--- config.mk ---
export PLATFORM = sky130hd
export DESIGN_NAME = scan_sequencer_flat
export DESIGN_NICKNAME = d
export VERILOG_FILES = /design/src/rtl/scan_sequencer_pkg.sv /design/src/rtl/scan_sequencer_if.sv /design/src/rtl/scan_sequencer_next.sv /design/src/rtl/scan_sequencer.sv /design/src/flat_wrapper.sv
export SDC_FILE = /design/constraint.sdc
export NUM_CORES = 1
export LEC_CHECK = 0
export CORE_UTILIZATION = 60
export DETAILED_ROUTE_END_ITERATION = 8
export DONT_BUFFER_PORTS = 1
export PLACE_DENSITY = 0.76
export SYNTH_ARGS = -nofsm -noshare
export SYNTH_HDL_FRONTEND = slang
export SYNTH_SLANG_ARGS = --single-unit
--- constraint.sdc ---
create_clock -name clk -period 2.02 [get_ports clk]
set_input_delay 0.404 -clock clk [delete_from_list [all_inputs] [get_ports clk]]
set_output_delay 0.404 -clock clk [all_outputs]
set_load 0.005 [all_outputs]
--- src/rtl/scan_sequencer_pkg.sv ---
// Shared types and constants for the scan sequencer: FSM state encoding,
// direction codes and the default dwell-counter width.
package scan_pkg;

    localparam int DWELL_W_DEF = 8;

    localparam logic DIR_UP   = 1'b0;
    localparam logic DIR_DOWN = 1'b1;

    typedef enum logic [1:0] {
        ST_RUN       = 2'd0,
        ST_STEP_IDLE = 2'd1,
        ST_STEP_ACK  = 2'd2
    } scan_state_e;

endpackage

--- src/rtl/scan_sequencer_if.sv ---
// Step handshake and select-output bundle of the scan sequencer.
//
// Handshake: 4-phase level protocol. The master raises step_req and holds it
// until it sees step_ack=1; it then drops step_req, and the slave drops
// step_ack on the following edge. Exactly one advance happens per request.
// sel is the registered position code (sel[1] -> decoder a, sel[0] -> b);
// adv is high for the single cycle in which a newly advanced sel is visible.
interface scan_sequencer_if;
    logic       step_req;
    logic       step_ack;
    logic [1:0] sel;
    logic       adv;

    modport master (output step_req, input step_ack, input sel, input adv);
    modport slave  (input step_req, output step_ack, output sel, output adv);
endinterface

--- src/rtl/scan_sequencer_next.sv ---
// Combinational next-position finder: looks at most three positions ahead of
// cur_i in direction dir_i and returns the first one whose mask bit is set.
// found_o=0 means no other enabled position exists; next_o then equals cur_i.
module scan_next
    import scan_pkg::*;
(
    input  logic [1:0] cur_i,
    input  logic       dir_i,
    input  logic [3:0] mask_i,
    output logic [1:0] next_o,
    output logic       found_o
);

    logic [1:0] step;
    logic [1:0] cand1;
    logic [1:0] cand2;
    logic [1:0] cand3;

    // Candidate positions in search order; 2-bit arithmetic gives the wrap.
    always_comb begin
        step  = (dir_i == DIR_DOWN) ? 2'd3 : 2'd1;
        cand1 = cur_i + step;
        cand2 = cur_i + 2'd2;
        cand3 = cur_i - step;
    end

    // Priority pick of the nearest enabled candidate.
    always_comb begin
        next_o  = cur_i;
        found_o = 1'b0;
        if (mask_i[cand1]) begin
            next_o  = cand1;
            found_o = 1'b1;
        end else if (mask_i[cand2]) begin
            next_o  = cand2;
            found_o = 1'b1;
        end else if (mask_i[cand3]) begin
            next_o  = cand3;
            found_o = 1'b1;
        end
    end

endmodule

--- src/rtl/scan_sequencer.sv ---
// Scan sequencer top: walks a 2-bit select code through positions 0..3,
// either free-running with a programmable dwell or one step per handshake.
// Optional feature macro: SCAN_MASK_EN adds a per-position mask input; when
// undefined all four positions are always enabled.
module scan_sequencer
    import scan_pkg::*;
#(
    parameter int DWELL_W = DWELL_W_DEF
)(
    input  logic               clk,
    input  logic               rst_n,
    input  logic               en,
    input  logic               mode,
    input  logic               dir,
    input  logic [DWELL_W-1:0] dwell,
    input  logic               load,
    input  logic [1:0]         load_val,
`ifdef SCAN_MASK_EN
    input  logic [3:0]         mask,
`endif
    scan_sequencer_if.slave    bus,
    output scan_state_e        state_o
);

    localparam logic [DWELL_W-1:0] CNT_ONE = {{(DWELL_W-1){1'b0}}, 1'b1};

    scan_state_e        state_q, state_d;
    logic [1:0]         sel_q, sel_d;
    logic [DWELL_W-1:0] cnt_q, cnt_d;
    logic               adv_q, adv_d;
    logic               ack_q, ack_d;
    // A request is only accepted after step_req has been seen low since the
    // last accept or reset, so a request left high across reset is ignored.
    logic               armed_q, armed_d;
    logic               accept;

    logic [3:0]         mask_eff;
    logic [1:0]         nxt;
    logic               nxt_found;

`ifdef SCAN_MASK_EN
    assign mask_eff = mask;
`else
    assign mask_eff = 4'hF;
`endif

    scan_next u_next (
        .cur_i   (sel_q),
        .dir_i   (dir),
        .mask_i  (mask_eff),
        .next_o  (nxt),
        .found_o (nxt_found)
    );

    // State, position, dwell counter and handshake registers.
    always_ff @(posedge clk or negedge rst_n) begin
        if (!rst_n) begin
            state_q <= ST_RUN;
            sel_q   <= 2'd0;
            cnt_q   <= '0;
            adv_q   <= 1'b0;
            ack_q   <= 1'b0;
            armed_q <= 1'b0;
        end else begin
            state_q <= state_d;
            sel_q   <= sel_d;
            cnt_q   <= cnt_d;
            adv_q   <= adv_d;
            ack_q   <= ack_d;
            armed_q <= armed_d;
        end
    end

    // Next-state logic: mode switches first, then per-state behaviour, and a
    // load overrides whatever position/counter change the state chose.
    always_comb begin
        state_d = state_q;
        sel_d   = sel_q;
        cnt_d   = cnt_q;
        adv_d   = 1'b0;
        ack_d   = ack_q;
        armed_d = armed_q;
        accept  = 1'b0;

        case (state_q)
            ST_RUN: begin
                ack_d = 1'b0;
                if (mode) begin
                    state_d = ST_STEP_IDLE;
                    cnt_d   = '0;
                end else if (en) begin
                    if (cnt_q == dwell) begin
                        cnt_d = '0;
                        if (nxt_found) begin
                            sel_d = nxt;
                            adv_d = 1'b1;
                        end
                    end else begin
                        cnt_d = cnt_q + CNT_ONE;
                    end
                end
            end
            ST_STEP_IDLE: begin
                cnt_d = '0;
                if (!mode) begin
                    state_d = ST_RUN;
                    ack_d   = 1'b0;
                end else if (bus.step_req && en && armed_q) begin
                    accept  = 1'b1;
                    ack_d   = 1'b1;
                    state_d = ST_STEP_ACK;
                    if (nxt_found) begin
                        sel_d = nxt;
                        adv_d = 1'b1;
                    end
                end
            end
            ST_STEP_ACK: begin
                cnt_d = '0;
                if (!mode) begin
                    state_d = ST_RUN;
                    ack_d   = 1'b0;
                end else if (!bus.step_req) begin
                    state_d = ST_STEP_IDLE;
                    ack_d   = 1'b0;
                end
            end
            default: begin
                state_d = ST_RUN;
                cnt_d   = '0;
                ack_d   = 1'b0;
            end
        endcase

        if (!bus.step_req) begin
            armed_d = 1'b1;
        end else if (accept) begin
            armed_d = 1'b0;
        end

        if (load) begin
            sel_d = load_val;
            cnt_d = '0;
            adv_d = 1'b0;
        end
    end

    assign bus.sel      = sel_q;
    assign bus.adv      = adv_q;
    assign bus.step_ack = ack_q;
    assign state_o      = state_q;

endmodule
--- src/flat_wrapper.sv ---
// flat-port wrapper written by rule: the top's interface ports become plain ports
module scan_sequencer_flat import scan_pkg::*;
#(
    parameter int DWELL_W = DWELL_W_DEF
)
  (clk, rst_n, en, mode, dir, dwell, load, load_val, state_o, bus_step_req, bus_step_ack, bus_sel, bus_adv);
  scan_sequencer_if bus_i ();
  input  logic clk;
  input  logic rst_n;
  input  logic en;
  input  logic mode;
  input  logic dir;
  input  logic [DWELL_W-1:0] dwell;
  input  logic load;
  input  logic [1:0] load_val;
  output scan_state_e state_o;
  input wire logic [$bits(bus_i.step_req)-1:0] bus_step_req;
  output wire logic [$bits(bus_i.step_ack)-1:0] bus_step_ack;
  output wire logic [$bits(bus_i.sel)-1:0] bus_sel;
  output wire logic [$bits(bus_i.adv)-1:0] bus_adv;
  assign bus_i.step_req = bus_step_req;
  assign bus_step_ack = bus_i.step_ack;
  assign bus_sel = bus_i.sel;
  assign bus_adv = bus_i.adv;
  scan_sequencer #(.DWELL_W(DWELL_W)) u_core (.clk(clk), .rst_n(rst_n), .en(en), .mode(mode), .dir(dir), .dwell(dwell), .load(load), .load_val(load_val), .bus(bus_i), .state_o(state_o));
endmodule
After elaboration in Yosys (flattened, before gate mapping)
Cells that the tools add are included.

word-level totals
  register bits = 15
  memory bits (read-only) = 0
  bits in latches = 0
  input bits = 17
  memories = 0
  RAM bits = 0
  word-level logic and storage cells = 83

operators by class
  muxes and demuxes = 50
  multiply operators = 0
  div/mod/pow operators = 0
  $add $sub $neg = 4
  equality and inequality tests = 13
  reduce and logical (&&, ||, !) cells = 7
  magnitude comparators = 3
  bitwise logic cells = 0
  shift operators = 0

operators with widths
  cell                                                         number
  two-way mux 8 bit                                            5
  two-way mux 2 bit                                            16
  two-way mux 1 bit                                            22
  inequality test 3 bit (second input constant)                4
  less-than comparator 2 x 3 -> 1 bit (second input constant)  3
  inequality test 3 x 2 -> 1 bit (second input constant)       3
  adder 8 x 1 -> 8 bit (second input constant)                 1
  == test 8 bit                                                1
  binary-select mux 1 bit (select 2 bit)                       3
  one-hot mux 2 bit (3 select lines)                           1
  AND reduction 6 bit                                          1
  inequality test 4 bit (second input constant)                1
  one-hot mux 1 bit (2 select lines)                           2
  one-hot mux 2 bit (2 select lines)                           1
  AND reduction 3 bit                                          1
  nonzero test 3 bit                                           1
  adder 2 bit                                                  1
  adder 2 bit (second input constant)                          1
  == test 2 x 1 -> 1 bit (second input constant)               1
  == test 2 bit (second input constant)                        1
  logical AND 1 bit                                            2
  logical NOT 2 bit                                            1
  inequality test 2 x 1 -> 1 bit (second input constant)       1
  inequality test 2 bit (second input constant)                1
  other kinds (2)                                              2

Logic depth before layout (Yosys ltp)
  word-level depth = 13
  gate-level depth with buffers = 6
  mapped depth without buffers = 6

By module
A second synthesis with hierarchy kept.

unflattened totals
  cell total of the unflattened synthesis = 136
  area, all modules = 1218.7 um^2

by module, submodules not included
  module          cells each  times used  area an instance (um^2)
  scan_sequencer  105         1           1011.0
  scan_next       31          1           207.7

Worst setup path before layout
Ideal clock, no wire load.

  path kind = flip-flop to flip-flop
  from = reg u_core.cnt_q[5]
  to = reg u_core.sel_q[1] (netlist: u_core.bus.sel[1])
  data required time = 1.892 ns
  stages on the path, launching flop included = 7
  library setup time = 0.128 ns
  data arrival time = 1.662 ns
  slack = 0.230 ns
  cell sequence = dfrtp_1 > xor2_1 > nor4_2 > nand2_2 > buf_6 > a21oi_1 > mux2_1

on the way
  longest elaborated chain between the ends = 3

RTL lines
  item                                      line                  text
  start, declared                           scan_sequencer.sv:29  logic [DWELL_W-1:0] cnt_q, cnt_d;
  start signal, assigned                    scan_sequencer.sv:67  cnt_q <= cnt_d;
  == test 8 bit                             scan_sequencer.sv:92  if (cnt_q == dwell) begin
  inequality test 3 x 2 -> 1 bit (no line)  n/a
  AND reduction 6 bit (no line)             n/a
  end signal, assigned                      scan_sequencer.sv:66  sel_q <= sel_d;
  end, declared                             scan_sequencer.sv:28  logic [1:0] sel_q, sel_d;

No other way between the ends.
A chain may end at the register's enable or synchronous reset.

Final worst setup path
  from = reg u_core.cnt_q[5]
  to = reg u_core.adv_q (netlist: u_core.bus.adv)

on the way
  longest elaborated chain between the ends = 6

RTL lines
  item                                line                   text
  == test 8 bit                       scan_sequencer.sv:92
  two-way mux 1 bit                   scan_sequencer.sv:92
  two-way mux 1 bit                   scan_sequencer.sv:91   end else if (en) begin
  two-way mux 1 bit                   scan_sequencer.sv:88   if (mode) begin
  one-hot mux 1 bit (2 select lines)  scan_sequencer.sv:85   case (state_q)
  two-way mux 1 bit                   scan_sequencer.sv:141  if (load) begin
  net u_core.adv_d                    scan_sequencer.sv:30   logic adv_q, adv_d;
  end signal, assigned                scan_sequencer.sv:68   adv_q <= adv_d;
  end, declared                       scan_sequencer.sv:30

The timed path passes the listed nets, and every way through them passes these cells.

==> results.yml <==
grt:
  grt_max_degree: 16
  grt_pass1_wl_mm: 3.588
  grt_pass1_vias: 769
  grt-ovfl-total: 0
  antenna_found_initial: 0
  gr-usage-all-layers_pct: 27.44
pwr:
  swShare_pct: 28.86
  power_frac_seq_pct: 54.8
  power.total_uw: 637.7
  p_comb_share_pct: 16.9
  peakVddDrop_mv: 0.4366
  switching_power_uw: 184.1
  power.density_mw_per_mm2: 619.3
  total_leakage_power_uw: 0.0004423
  p_clk_share_pct: 28.3
  power.internal_uw: 453.6
routing:
  wl_mm: 2.093
  antenna_left: 0
  drc_errors: 0
  wl_per_cell_um: 17.02
  via_count: 797
  vias_per_cell: 6.480
  drt_iter0_drc: 17
  drt_pre_antenna_iters: 4
cells_and_area:
  layout.cells.non_filler: 123
  final.fill_count: 120
  syn_to_final_growth_pct: 7.864
  fin_util_pct: 69.16
  final-seq-area_sq_um: 375.4
  drive_above_1_share_pct: 13.08
  antenna_cells: 0
  multi_input_area_sq_um: 556.8
  final_nets: 126
logic_synthesis:
  yosysWarnings: 0
  seq_area_frac_synth_pct: 39.32
  syn_nets: 118
  postSynthCellCount: 100
  syn_area_per_cell_sq_um: 9.547
  synth.ff_latch_count: 15
  yosysTopAreaCell: "dfrtp_1"
  syn_area_sq_um: 954.7
  yosysTopAreaCellShare_pct: 39.32
  yosysUniqueCellTypes: 35
  synth.area.top_cells: "dfrtp_1 39%, xor2_1 8.3%, and3_1 3.9%, o31ai_1 3.9%, o21ai_0 3.1%"
sta:
  finalHoldViolCount: 0
  fmax_mhz: 566.1
  max_slew_margin_pct: 52.34
  maxSlewViolCount: 0
  worstMarginPinSlew_ps: 712.5
  tns_ps: 0
  finalCriticalPeriod_ps: 1766
  setup_viol: 0
  rsz0062_at_grt: "no"
  skew_ps: 6.710
  min_period_over_period_pct: 87.44
cts:
  cts_sinks: 15
  cts_tree: "built"
  clkTransAtPathRegs_ps: 90
  cts.path.max_buffers: 2
  htreeDepth: 1
  post_cts_buffers: 0
  clkLatencyLatePin_ps: 290
  cts_made_buffers: 3
  cts_resized: 0
  root_buffer: "clkbuf_4"
critical_path:
  path_class: "flop to flop"
  cp.required_ps: 2260
  cp.arrival_ps: 2000
  endpoint_kind: "flop"
  cp-start-kind: "flop"
  path_max_fanout: 8
floorplanning:
  core-area_sq_mm: 0.001489
  die_w_um: 41.89
  rows: 14
  dieArea_sq_mm: 0.001755
  io_pins: 23
  die_h_um: 41.89
  initial_core_util_pct: 64.12
placement:
  io_buffers: 0
  dp_cells: 118
  place_congestion: 0.8203
  dp_hpwl_mm: 1.595
flow_run:
  max_cap_viol_count: 0
hold_path:
  min_path_type: "input port to flop"
status:
  status: "finished clean"
-- final timing paths --
kind	from	endpoint	slack [ps]	depth (start not counted)
min in group asynchronous	rst_n	u_core.cnt_q[2]$_DFFE_PN0P_	590	1
min reg2reg	u_core.armed_q$_DFFE_PN0P_	u_core.armed_q$_DFFE_PN0P_	500	2
max reg2reg	u_core.cnt_q[5]$_DFFE_PN0P_	u_core.bus.adv$_DFF_PN0_	250	6
min	bus_step_req	u_core.armed_q$_DFFE_PN0P_	160	1
max	u_core.cnt_q[5]$_DFFE_PN0P_	u_core.bus.adv$_DFF_PN0_	250	6
max in group asynchronous	rst_n	u_core.bus.step_ack$_DFFE_PN0P_	970	1
-- sequential cells by signal (all words and copies together) (netlist names) --
register	flops
u_core.armed_q	1
u_core.bus.adv	1
u_core.bus.sel	2
u_core.bus.step_ack	1
u_core.cnt_q	8
u_core.state_o	2
-- worst max-delay path, stage by stage, from the launching register on --
cell and delay [ps]:
dfrtp_1 450, xor2_1 170, nor4_2 370, nand2_2 150
buf_4 190, nor4_1 220, o21a_1 150
-- routing by layer --
layer  up-vias  global-route usage [%]  routed length (um)
li1        393                       -                   -
met5         -                       0                   0
met1       382                   40.74                1017
met3         5                   6.522                 100
met2        17                   39.06                 939
met4         0                   9.677                  36
-- what timing repair did --
item                       CTS  global route
hold endpoints to repair    15             0
setup endpoints to repair    0             0
hold buffers                 1             0
-- Yosys cell counts --
cell / n
and2_1: 1
dfrtp_1: 15
nor2_1: 5
nor2b_1: 3
xnor2_1: 1
a221o_1: 1
nand3_1: 5
nor4_1: 3
a21oi_1: 4
buf_6: 1
a21o_1: 1
a21boi_0: 1
a211oi_1: 3
or2_1: 1
o31ai_1: 5
xor2_1: 9
o21ai_1: 1
nand3b_1: 1
clkbuf_1: 2
nor3_1: 1
nand2_2: 1
nand2_1: 8
a22oi_1: 2
mux2_1: 1
a32oi_1: 2
inv_2: 1
and3b_1: 1
and3_1: 6
a2111oi_4: 1
nor3_2: 1
nand4_1: 1
ha_1: 1
o21a_1: 2
o21ai_0: 6
nor4_2: 2
-- power groups by stage --
| stage | clock network (uW) | registers (uW) | logic, uW |
|---|---|---|---|
| after floorplan | 0 | 350 | 86.4 |
| after global placement | 0 | 354 | 97.3 |
| after detailed placement | 0 | 356 | 101 |
| after CTS | 179 | 350 | 109 |
| after global routing | 194 | 352 | 123 |
| final | 180 | 349 | 108 |
-- cells by family (layout without fill, tap and decap cells) --
group | count (synthesis) | after routing | share of synthesized area, %
AO/OA/AOI/OAI | 29 | 29 | 22.54
XOR/XNOR | 10 | 10 | 9.175
adder cells (fa/ha/maj) | 1 | 1 | 1.310
buffers and inverters | 4 | 11 | 2.359
flip-flops | 15 | 15 | 39.32
multiplexers | 1 | 1 | 1.179
AND/OR/NAND/NOR | 40 | 40 | 24.12
-- final cells by class --
| class | count | share of cell area (%) |
|---|---|---|
| tap | 16 | 1.944 |
| clock buffer | 4 | 2.552 |
| inverter | 1 | 0.3645 |
| multi-input combinational | 81 | 54.07 |
| sequential | 15 | 36.45 |
| timing repair buffer | 6 | 4.617 |
-- placed cells by master, fill, tap and decap left out, drive strengths merged --
cell type | netlist | layout
a221o | 1 | 1
nand3b | 1 | 1
nand3 | 5 | 5
a21o | 1 | 1
dlygate4sd3 | 0 | 1
a211oi | 3 | 3
and2 | 1 | 1
nor2b | 3 | 3
a32oi | 2 | 2
o21a | 2 | 2
dfrtp | 15 | 15
clkbuf | 2 | 4
and3b | 1 | 1
mux2 | 1 | 1
nand2 | 9 | 9
o31ai | 5 | 5
a21oi | 4 | 4
buf | 1 | 5
ha | 1 | 1
a21boi | 1 | 1
inv | 1 | 1
and3 | 6 | 6
nor3 | 2 | 2
a2111oi | 1 | 1
a22oi | 2 | 2
nand4 | 1 | 1
xor2 | 9 | 9
nor4 | 5 | 5
nor2 | 5 | 5
o21ai | 7 | 7
xnor2 | 1 | 1
or2 | 1 | 1
-- stage by stage --
step / area (sq um) / hold WS (ps) / worst slack, ps
global placement: 993.5 / 108.7 / 310.4
CTS: 1030 / 171.1 / 243.6
global route: 1030 / 166.2 / 121.1
finish: 1030 / 164.5 / 253.6
floorplan: 954.7 / 108.4 / 230.2
detailed placement: 993.5 / 108.7 / 263.7
(Power assumes the default switching activity.)
